File: config.mk
export PLATFORM = sky130hd
export DESIGN_NAME = pipe_hazard_ctrl
export DESIGN_NICKNAME = d
export VERILOG_FILES = /design/src/rtl/pipe_hazard_ctrl.sv
export SDC_FILE = /design/constraint.sdc
export NUM_CORES = 1
export LEC_CHECK = 0
export BUFFER_PORTS_ARGS = -buffer_cell sky130_fd_sc_hd__buf_2
export CAP_MARGIN = 20
export CELL_PAD_IN_SITES_DETAIL_PLACEMENT = 0
export CELL_PAD_IN_SITES_GLOBAL_PLACEMENT = 1
export CORE_MARGIN = 3
export CORE_UTILIZATION = 43
export CTS_BUF_LIST = sky130_fd_sc_hd__clkbuf_4 sky130_fd_sc_hd__clkbuf_8
export DETAILED_ROUTE_END_ITERATION = 10
export PLACE_DENSITY = 0.92
export SYNTH_ARGS = -nofsm -noshare
export SYNTH_HDL_FRONTEND = slang
export SYNTH_SLANG_ARGS = --single-unit
File: constraint.sdc
create_clock -name clk -period 2.99 [get_ports clk]
set_input_delay 0.299 -clock clk [delete_from_list [all_inputs] [get_ports clk]]
set_output_delay 0.299 -clock clk [all_outputs]
set_load 0.03 [all_outputs]
File: src/rtl/pipe_hazard_ctrl.sv
// Hazard/flush/halt sequencer for a 5-stage pipeline without forwarding.
// Optional statistics counters are enabled by defining PIPE_HAZARD_STAT_EN.
module pipe_hazard_ctrl #(
  parameter int unsigned REG_ADDR_BITS = 5,
  parameter int unsigned DEPTH         = 3,
  parameter int unsigned CNT_BITS      = 16
) (
  input  logic                     clk,
  input  logic                     rst_,
  input  logic                     id_valid,
  input  logic [REG_ADDR_BITS-1:0] id_r1_addr,
  input  logic [REG_ADDR_BITS-1:0] id_r2_addr,
  input  logic                     id_use_r1,
  input  logic                     id_use_r2,
  input  logic                     id_rw_,
  input  logic [REG_ADDR_BITS-1:0] id_waddr,
  input  logic                     id_halt,
  input  logic                     redirect,
  output logic                     stall,
  output logic                     bubble,
  output logic                     flush,
  output logic                     halt_out,
  output logic [1:0]               state
`ifdef PIPE_HAZARD_STAT_EN
  ,
  output logic [CNT_BITS-1:0]      stall_cnt,
  output logic [CNT_BITS-1:0]      flush_cnt
`endif
);

  localparam int unsigned DC_BITS = $clog2(DEPTH + 1);

  typedef enum logic [1:0] {
    RUN    = 2'd0,
    DRAIN  = 2'd1,
    HALTED = 2'd2
  } state_t;

  if (DEPTH < 1 || CNT_BITS < 1) begin : g_param_check
    $error("pipe_hazard_ctrl: DEPTH and CNT_BITS must be at least 1");
  end

  state_t                   cur;
  logic [DEPTH-1:0]         sb_valid;
  logic [REG_ADDR_BITS-1:0] sb_addr [DEPTH];
  logic [DC_BITS-1:0]       drain_cnt;
  logic                     m1, m2, hazard, run, issue;

  // Every in-flight entry counts, including WB: the register file write
  // is not visible to a read in the same cycle.
  always_comb begin
    m1 = 1'b0;
    m2 = 1'b0;
    for (int unsigned i = 0; i < DEPTH; i++) begin
      if (sb_valid[i] && sb_addr[i] == id_r1_addr) m1 = 1'b1;
      if (sb_valid[i] && sb_addr[i] == id_r2_addr) m2 = 1'b1;
    end
    if (id_r1_addr == '0) m1 = 1'b0;
    if (id_r2_addr == '0) m2 = 1'b0;
  end

  assign hazard = id_valid & ((id_use_r1 & m1) | (id_use_r2 & m2));
  assign run    = (cur == RUN);
  assign issue  = run & id_valid & ~hazard & ~id_rw_ & ~id_halt & (id_waddr != '0);
  assign stall  = run ? hazard : 1'b1;
  assign bubble = stall;
  assign flush  = redirect & ~hazard & run;
  assign state  = cur;

  always_ff @(posedge clk) begin
    if (rst_) begin
      sb_valid  <= '0;
      for (int unsigned i = 0; i < DEPTH; i++) sb_addr[i] <= '0;
      cur       <= RUN;
      drain_cnt <= '0;
      halt_out  <= 1'b0;
    end else begin
      for (int unsigned i = 1; i < DEPTH; i++) begin
        sb_valid[i] <= sb_valid[i-1];
        sb_addr[i]  <= sb_addr[i-1];
      end
      sb_valid[0] <= issue;
      sb_addr[0]  <= issue ? id_waddr : '0;

      // Counter hits 0 on the same edge that enters HALTED, giving DEPTH+1
      // cycles from halt in ID to halt_out.
      case (cur)
        RUN: begin
          if (id_valid && id_halt && !hazard) begin
            cur       <= DRAIN;
            drain_cnt <= DC_BITS'(DEPTH);
          end
        end
        DRAIN: begin
          if (drain_cnt <= DC_BITS'(1)) begin
            cur       <= HALTED;
            halt_out  <= 1'b1;
            drain_cnt <= '0;
          end else begin
            drain_cnt <= drain_cnt - DC_BITS'(1);
          end
        end
        HALTED:  halt_out <= 1'b1;
        default: cur <= RUN;
      endcase
    end
  end

`ifdef PIPE_HAZARD_STAT_EN
  always_ff @(posedge clk) begin
    if (rst_) begin
      stall_cnt <= '0;
      flush_cnt <= '0;
    end else begin
      if (run && stall && stall_cnt != '1) stall_cnt <= stall_cnt + CNT_BITS'(1);
      if (flush && flush_cnt != '1) flush_cnt <= flush_cnt + CNT_BITS'(1);
    end
  end
`endif

endmodule

# == Word-level counts from Yosys, hierarchy flattened ==
# Memories as Yosys holds them, arrays and structs flattened.
# Index checks and enable logic that the tools add are counted.
# word_totals
elab_cells,77
memories,1
mem_bits_rw,15
inputBits,23
ff_bits,8
# memory_table
memory,depth,width,rd,rd_ports_with_merged_regs,wr,line,source
sb_addr,3,5,3,0,3,45,logic [REG_ADDR_BITS-1:0] sb_addr [DEPTH];
# classes
mux,24
magnitude_cmp,1
n_reduce_logical,18
bitwise,18
eq_ne,10
addsub,1
# op_table
cell,count
equality test 5 bit,6
2-to-1 mux 5 bit,4
2-to-1 mux 1 bit,13
bitwise AND 1 bit,10
zero test 5 bit,2
logical AND 1 bit,8
2-to-1 mux 2 bit,4
one-hot mux 2 bit (3 select lines),1
nonzero test 5 bit,1
NOT 1 bit,4
OR 1 bit,4
one-hot mux 2 bit (2 select lines),1
AND reduction 2 bit,2
nonzero test 2 bit,2
AND reduction 3 bit,1
"equality test 2 x 1 -> 1 bit, second input constant",1
"equality test 2 bit, second input constant",1
"less-or-equal comparator 2 x 1 -> 1 bit, second input constant",1
zero test 2 bit,1
"inequality test 2 x 1 -> 1 bit, second input constant",1
"inequality test 2 bit, second input constant",1
one-hot mux 1 bit (2 select lines),1
"subtractor 2 x 1 -> 2 bit, second input constant",1
zero test 1 bit,1

# == Logic depth before layout (Yosys ltp) ==
# Gate-level depths: netlist of run 1.
# depth
ltp_word,16
ltp_mapped,7

# == Least setup slack after synthesis of run 1 ==
# OpenSTA, ideal clock, no wires.
# synth_timing
path_kind,register -> output
startpoint,memory sb_addr[0][4]
endpoint,output port stall
setup_slack_ns,0.428
arrival_ns,2.263
path_buffers,1
stages_incl_launch_ff,8
t_required_ns,2.691
cell_sequence,dfxtp_1 -> xor2_1 -> nor4_1 -> nand3_1 -> a31o_2 -> and2_4 -> o21ai_0 -> buf_4
# synth_lines
item,line,source
start: declaration,45,
end: declaration,19,"output logic stall,"

==> results.toml, run 1 <==
[outcome]
outcome = "completed"

[sta]
hold_ws_ps = 210
fmax_mhz = 412
slew_headroom_pct = 79.8
rsz0062_at_grt = "no"
tightest_slew_ps = 304
slew_viol_final = 0
period_minus_slack_ps = 2430
min_period_over_period_pct = 81.2
fin_setup_tns_ps = 0
hold_viol = 0
setup_violations = 0
fin_ws_ps = 561
fin_skew_ps = 4.84

[critical_path]
worstPathArrival_ps = 2130
crit_type = "reg -> out"
critPathSlowestCell = "dfxtp_1"
cp.required_ps = 2690
end_kind = "output port"
crit_fanout = 3
cp-start-kind = "flop"
slowest_delay_ps = 360
crit_path_cell_trace = "xor2_1 -> nor4_1 -> nand3_1 -> a31o_1 -> and2_4 -> o21ai_0 -> buf_2"

[cts]
clk_pin_slew_worst_paths_ps = 120
tritoncts = "done"
clockBufferDepth = 2
numCtsBuffers = 3
clock_latency_ps = 310
cts_sinks = 23
post_cts_resized = 0
htreeDepth = 1
clock-root-buffer = "clkbuf_4"
cts_hold_buf = 0
postCtsSetupBuffers = 0

[floorplan]
start_util_pct = 45.8
boundaryPins = 29
die_x_um = 57.8
std_cell_rows = 18
design.core.area_um2 = 2520
dieArea_um2 = 3340
die_height_um = 57.8

[job]
drv_cap = 0

[logic_synthesis]
synth_top_area_share_pct = 39.9
netlist_top_cells_count = "xor2_1 (24), dfxtp_1 (23), nor2b_1 (12), inv_1 (9)"
syn_inst = 126
synth.most_common_cell = "xor2_1"
synth-seq-cells = 23
async_flop_share_pct = 0
synth_flop_cell = "dfxtp_1"
synth_cell_types = 27
yosysTopAreaCell = "dfxtp_1"
synth_edf_count = 0
synth_area_per_cell_um2 = 9.17
ys_seq_area_share_pct = 39.9
syn-cell-area_um2 = 1150
yosys_warnings = 0
synth_area_leaders = "dfxtp_1 (40%), xor2_1 (18%), nor2b_1 (6.5%), xnor2_1 (4.6%), inv_1 (2.9%)"
syn_nets = 149

[grt]
first_global_vias = 927
grt_pass1_wl_um = 3880
grt_max_degree = 18
grtUsageTotal_pct = 15.0
grt_overflow = 0
antenna_found_initial = 0

[drt]
drt_wl_total_um = 2300
postRouteAntennaNets = 0
drtPass1Iterations = 4
via_per_inst = 4.99
dr_total_vias = 929
wire_per_inst_um = 12.3
dr.first_iter.drc_count = 25
drc = 0

[cells_and_area]
drive_gt1_share_pct = 25.0
final_core_util_pct = 53.6
syn2layout_area_growth_pct = 17.0
layout.nets = 180
n_antenna_cell = 0

[min_path]
hp-class = "in -> reg"

[power]
power_mw = 0.567
power_leakage_nw = 0.624
peakVddDrop_v = 0.000271
power.density_nw_per_um2 = 419

[placement]
port_buffers = 28
place_ws_ps = 779
place_congestion = 0.837
dpl.hpwl_um = 1920
kinds of logic after synthesis:
| group | count (synthesis) | synth area share, % |
|---|---|---|
| simple gates | 48 | 25.5 |
| flops | 23 | 39.9 |
| compound gates | 14 | 8.02 |
| buf+inv | 11 | 3.90 |
| xor+xnor | 30 | 22.8 |
placed cells by master (no fill, tap or decap), types with 5 or more instances in the layout:
cell type	netlist	final
buf_2	0	28
nand3_1	6	6
nor3_1	5	5
nor4_1	5	5
inv_1	9	9
xnor2_1	6	6
xor2_1	24	24
nor2b_1	12	12
dfxtp_1	23	23
nor2_1	6	6
worst paths after layout:
kind                          endpoint                      from  slack (ps)  cells after the start
max reg2reg  drain_cnt[0]$_SDFFE_PP0P_  sb_addr[0][3]$_SDFF_PP0_        1320                      6
min reg2reg      halt_out$_SDFFE_PP0P_     halt_out$_SDFFE_PP0P_         460                      2
min           sb_addr[0][0]$_SDFF_PP0_               id_waddr[0]         210                      3
max                             bubble  sb_addr[0][3]$_SDFF_PP0_         560                      7
critical path: cells and delay by family, from the launching register on:
| kind | cells | cell delay (ps) |
|---|---|---|
| buffers and inverters | 1 | 240 |
| DFF | 1 | 360 |
| xor gates and xnor gates | 1 | 170 |
| and+or+nand+nor | 3 | 610 |
| AOI/OAI and AO/OA | 2 | 450 |
report_power, final:
part           switching, mW  internal [mW]
Combinational         0.0571         0.0385
Sequential           0.00808          0.315
Clock                 0.0869         0.0613
Total                  0.152          0.414
routing by layer:
metal  global-route usage (%)  part of all wire [%]  vias to the layer above
met5                        0                     0                        -
met4                     8.94                   2.5                        0
met3                     1.34                   4.5                        5
met2                     25.5                    46                       22
met1                     18.3                    47                      420
li1                         -                     -                      482
metrics by stage:
step                cells  instance area (um2)
finish                186                 1350
global route          186                 1350
CTS                   186                 1350
detailed placement    182                 1320
global placement      182                 1320
floorplan             126                 1150
registers in the layout, summed over array words and instances, names as in the netlist:
signal,flops
sb_addr,15
sb_valid,3
drain_cnt,2
state,2
halt_out,1
final cells by class:
type | instances | area, um2
flip-flops and latches | 23 | 460
inverters | 9 | 33.8
clock buffers | 4 | 30.0
fillers | 253 | 1170
repair buffers | 28 | 140
well taps | 30 | 37.5
multi-input cells | 92 | 649
Note: power is estimated with default switching activity, not from simulation.
==> run 2: changes to the inputs <==
--- a/config.mk
+++ b/config.mk
@@ -10,10 +10,10 @@
 export CELL_PAD_IN_SITES_DETAIL_PLACEMENT = 0
 export CELL_PAD_IN_SITES_GLOBAL_PLACEMENT = 1
 export CORE_MARGIN = 3
-export CORE_UTILIZATION = 43
+export CORE_UTILIZATION = 36
 export CTS_BUF_LIST = sky130_fd_sc_hd__clkbuf_4 sky130_fd_sc_hd__clkbuf_8
 export DETAILED_ROUTE_END_ITERATION = 10
-export PLACE_DENSITY = 0.92
+export PLACE_DENSITY = 0.83
 export SYNTH_ARGS = -nofsm -noshare
 export SYNTH_HDL_FRONTEND = slang
 export SYNTH_SLANG_ARGS = --single-unit
==> constraint.sdc (replaced) <==
create_clock -name clk -period 2.1 [get_ports clk]
set_input_delay 0.21 -clock clk [delete_from_list [all_inputs] [get_ports clk]]
set_output_delay 0.21 -clock clk [all_outputs]
set_load 0.03 [all_outputs]
==> results.toml, run 2 (synthesis results as in run 1) <==
[outcome]
outcome = "complete, but fails checks"
violations = "setup timing"

[cts]
htreeDepth = 1
numCtsBuffers = 3
clock_latency_ps = 300
tritoncts = "done"
clock-root-buffer = "clkbuf_4"
cts_hold_buf = 0
clockBufferDepth = 2
clk_pin_slew_worst_paths_ps = 120
cts_sinks = 23

[cells_and_area]
n_antenna_cell = 0
drive_gt1_share_pct = 30.4
final_common_cell = "buf_2"
layout.nets = 182
multi_input_area_um2 = 672
largestRegisters = "sb_addr (15), sb_valid (3)"
most-common-layout-cells = "buf_2 (25), xor2_1 (24), dfxtp_1 (20), nor2b_1 (12), inv_1 (9)"
num-fill-cells = 304
largest_register_ffs = 15
largest-register = "sb_addr"
seqCellArea_um2 = 464
syn2layout_area_growth_pct = 22.9

[placement]
dpl.hpwl_um = 1990
port_buffers = 28
place_congestion = 0.824
place_ws_ps = 94.3

[sta]
min_period_over_period_pct = 106
rsz0062_at_grt = "yes"
slew_headroom_pct = 79.8
hold_viol = 0
setup_violations = 3
tightest_slew_ps = 302
fin_ws_ps = -122
hold_ws_ps = 130
fin_skew_ps = 2.17
fin_setup_tns_ps = -314
slew_viol_final = 0
period_minus_slack_ps = 2220
fmax_mhz = 450

[grt]
grt_max_degree = 18
grtUsageTotal_pct = 13.0
antenna_found_initial = 0
grt_overflow = 0
grt_pass1_wl_um = 4090
first_global_vias = 909

[critical_path]
end_kind = "output port"
cp-start-kind = "flop"
crit_fanout = 3
cp.required_ps = 1890
crit_type = "reg -> out"
worstPathArrival_ps = 2010

[drt]
via_per_inst = 4.84
wire_per_inst_um = 12.9
dr_total_vias = 967
postRouteAntennaNets = 0
dr.first_iter.drc_count = 20
drtPass1Iterations = 4
drc = 0
drt_wl_total_um = 2580

[floorplan]
start_util_pct = 39.8
design.core.area_um2 = 2900
die_height_um = 62.6
boundaryPins = 29
dieArea_um2 = 3920
std_cell_rows = 19
die_x_um = 62.6

[min_path]
hp-class = "in -> reg"

[power]
power_mw = 0.824
power.density_nw_per_um2 = 581
power_leakage_nw = 0.639
peakVddDrop_v = 0.000236

[job]
drv_cap = 0
[run 2: metal layers]
layer / share of wire [%] / up-vias / global-route usage [%]
li1: - / 488 / -
met4: 1.9 / 0 / 7.44
met2: 48 / 20 / 21.6
met5: 0 / - / 0
met3: 4.0 / 4 / 1.80
met1: 46 / 455 / 16.0
[run 2: path summary, 6_finish.rpt]
check	from	endpoint	slack [ps]	depth (start not counted)
worst max-delay path	sb_addr[0][7]$_SDFF_PP0_	flush	-120	7
worst min-delay path	id_waddr[1]	sb_addr[0][1]$_SDFF_PP0_	130	3
worst max register to register	sb_addr[0][7]$_SDFF_PP0_	drain_cnt[1]$_SDFFE_PP0P_	430	7
worst min register to register	halt_out$_SDFFE_PP0P_	halt_out$_SDFFE_PP0P_	460	2
[run 2: per-stage QoR]
stage | util (%) | instance area, um2 | std cells
after global routing | 48.9 | 1420 | 200
after CTS | 48.1 | 1390 | 200
after detailed placement | 46.2 | 1340 | 194
after global placement | 46.2 | 1340 | 194
final | 48.9 | 1420 | 200
after floorplan | - | 1160 | 126
[run 2: cell type report]
| class | count | area share [%] |
|---|---|---|
| Timing Repair Buffer | 30 | 11.7 |
| Inverter | 9 | 2.38 |
| Multi-Input combinational cell | 92 | 47.4 |
| Sequential cell | 23 | 32.7 |
| Tap cell | 42 | 3.70 |
| Clock buffer | 4 | 2.12 |
[run 2: report_power, final]
part	switching, mW	internal (mW)
clock network	0.128	0.0869
logic	0.0888	0.0606
registers	0.0111	0.448
total	0.228	0.596
[run 2: repair_timing]
item / in CTS / in global routing
setup endpoints to repair: 3 / 3
resized for setup: 4 / 8
setup buffers: 2 / 0
cloned: 0 / 0
pin swaps: 7 / 3
[run 2: worst max-delay path: stages (launching register included)]
cell	delay, ps
dfxtp_2	360
xor2_1	170
nor4_2	320
nand3_1	100
a31o_2	260
and2_4	150
o211a_1	210
buf_6	140
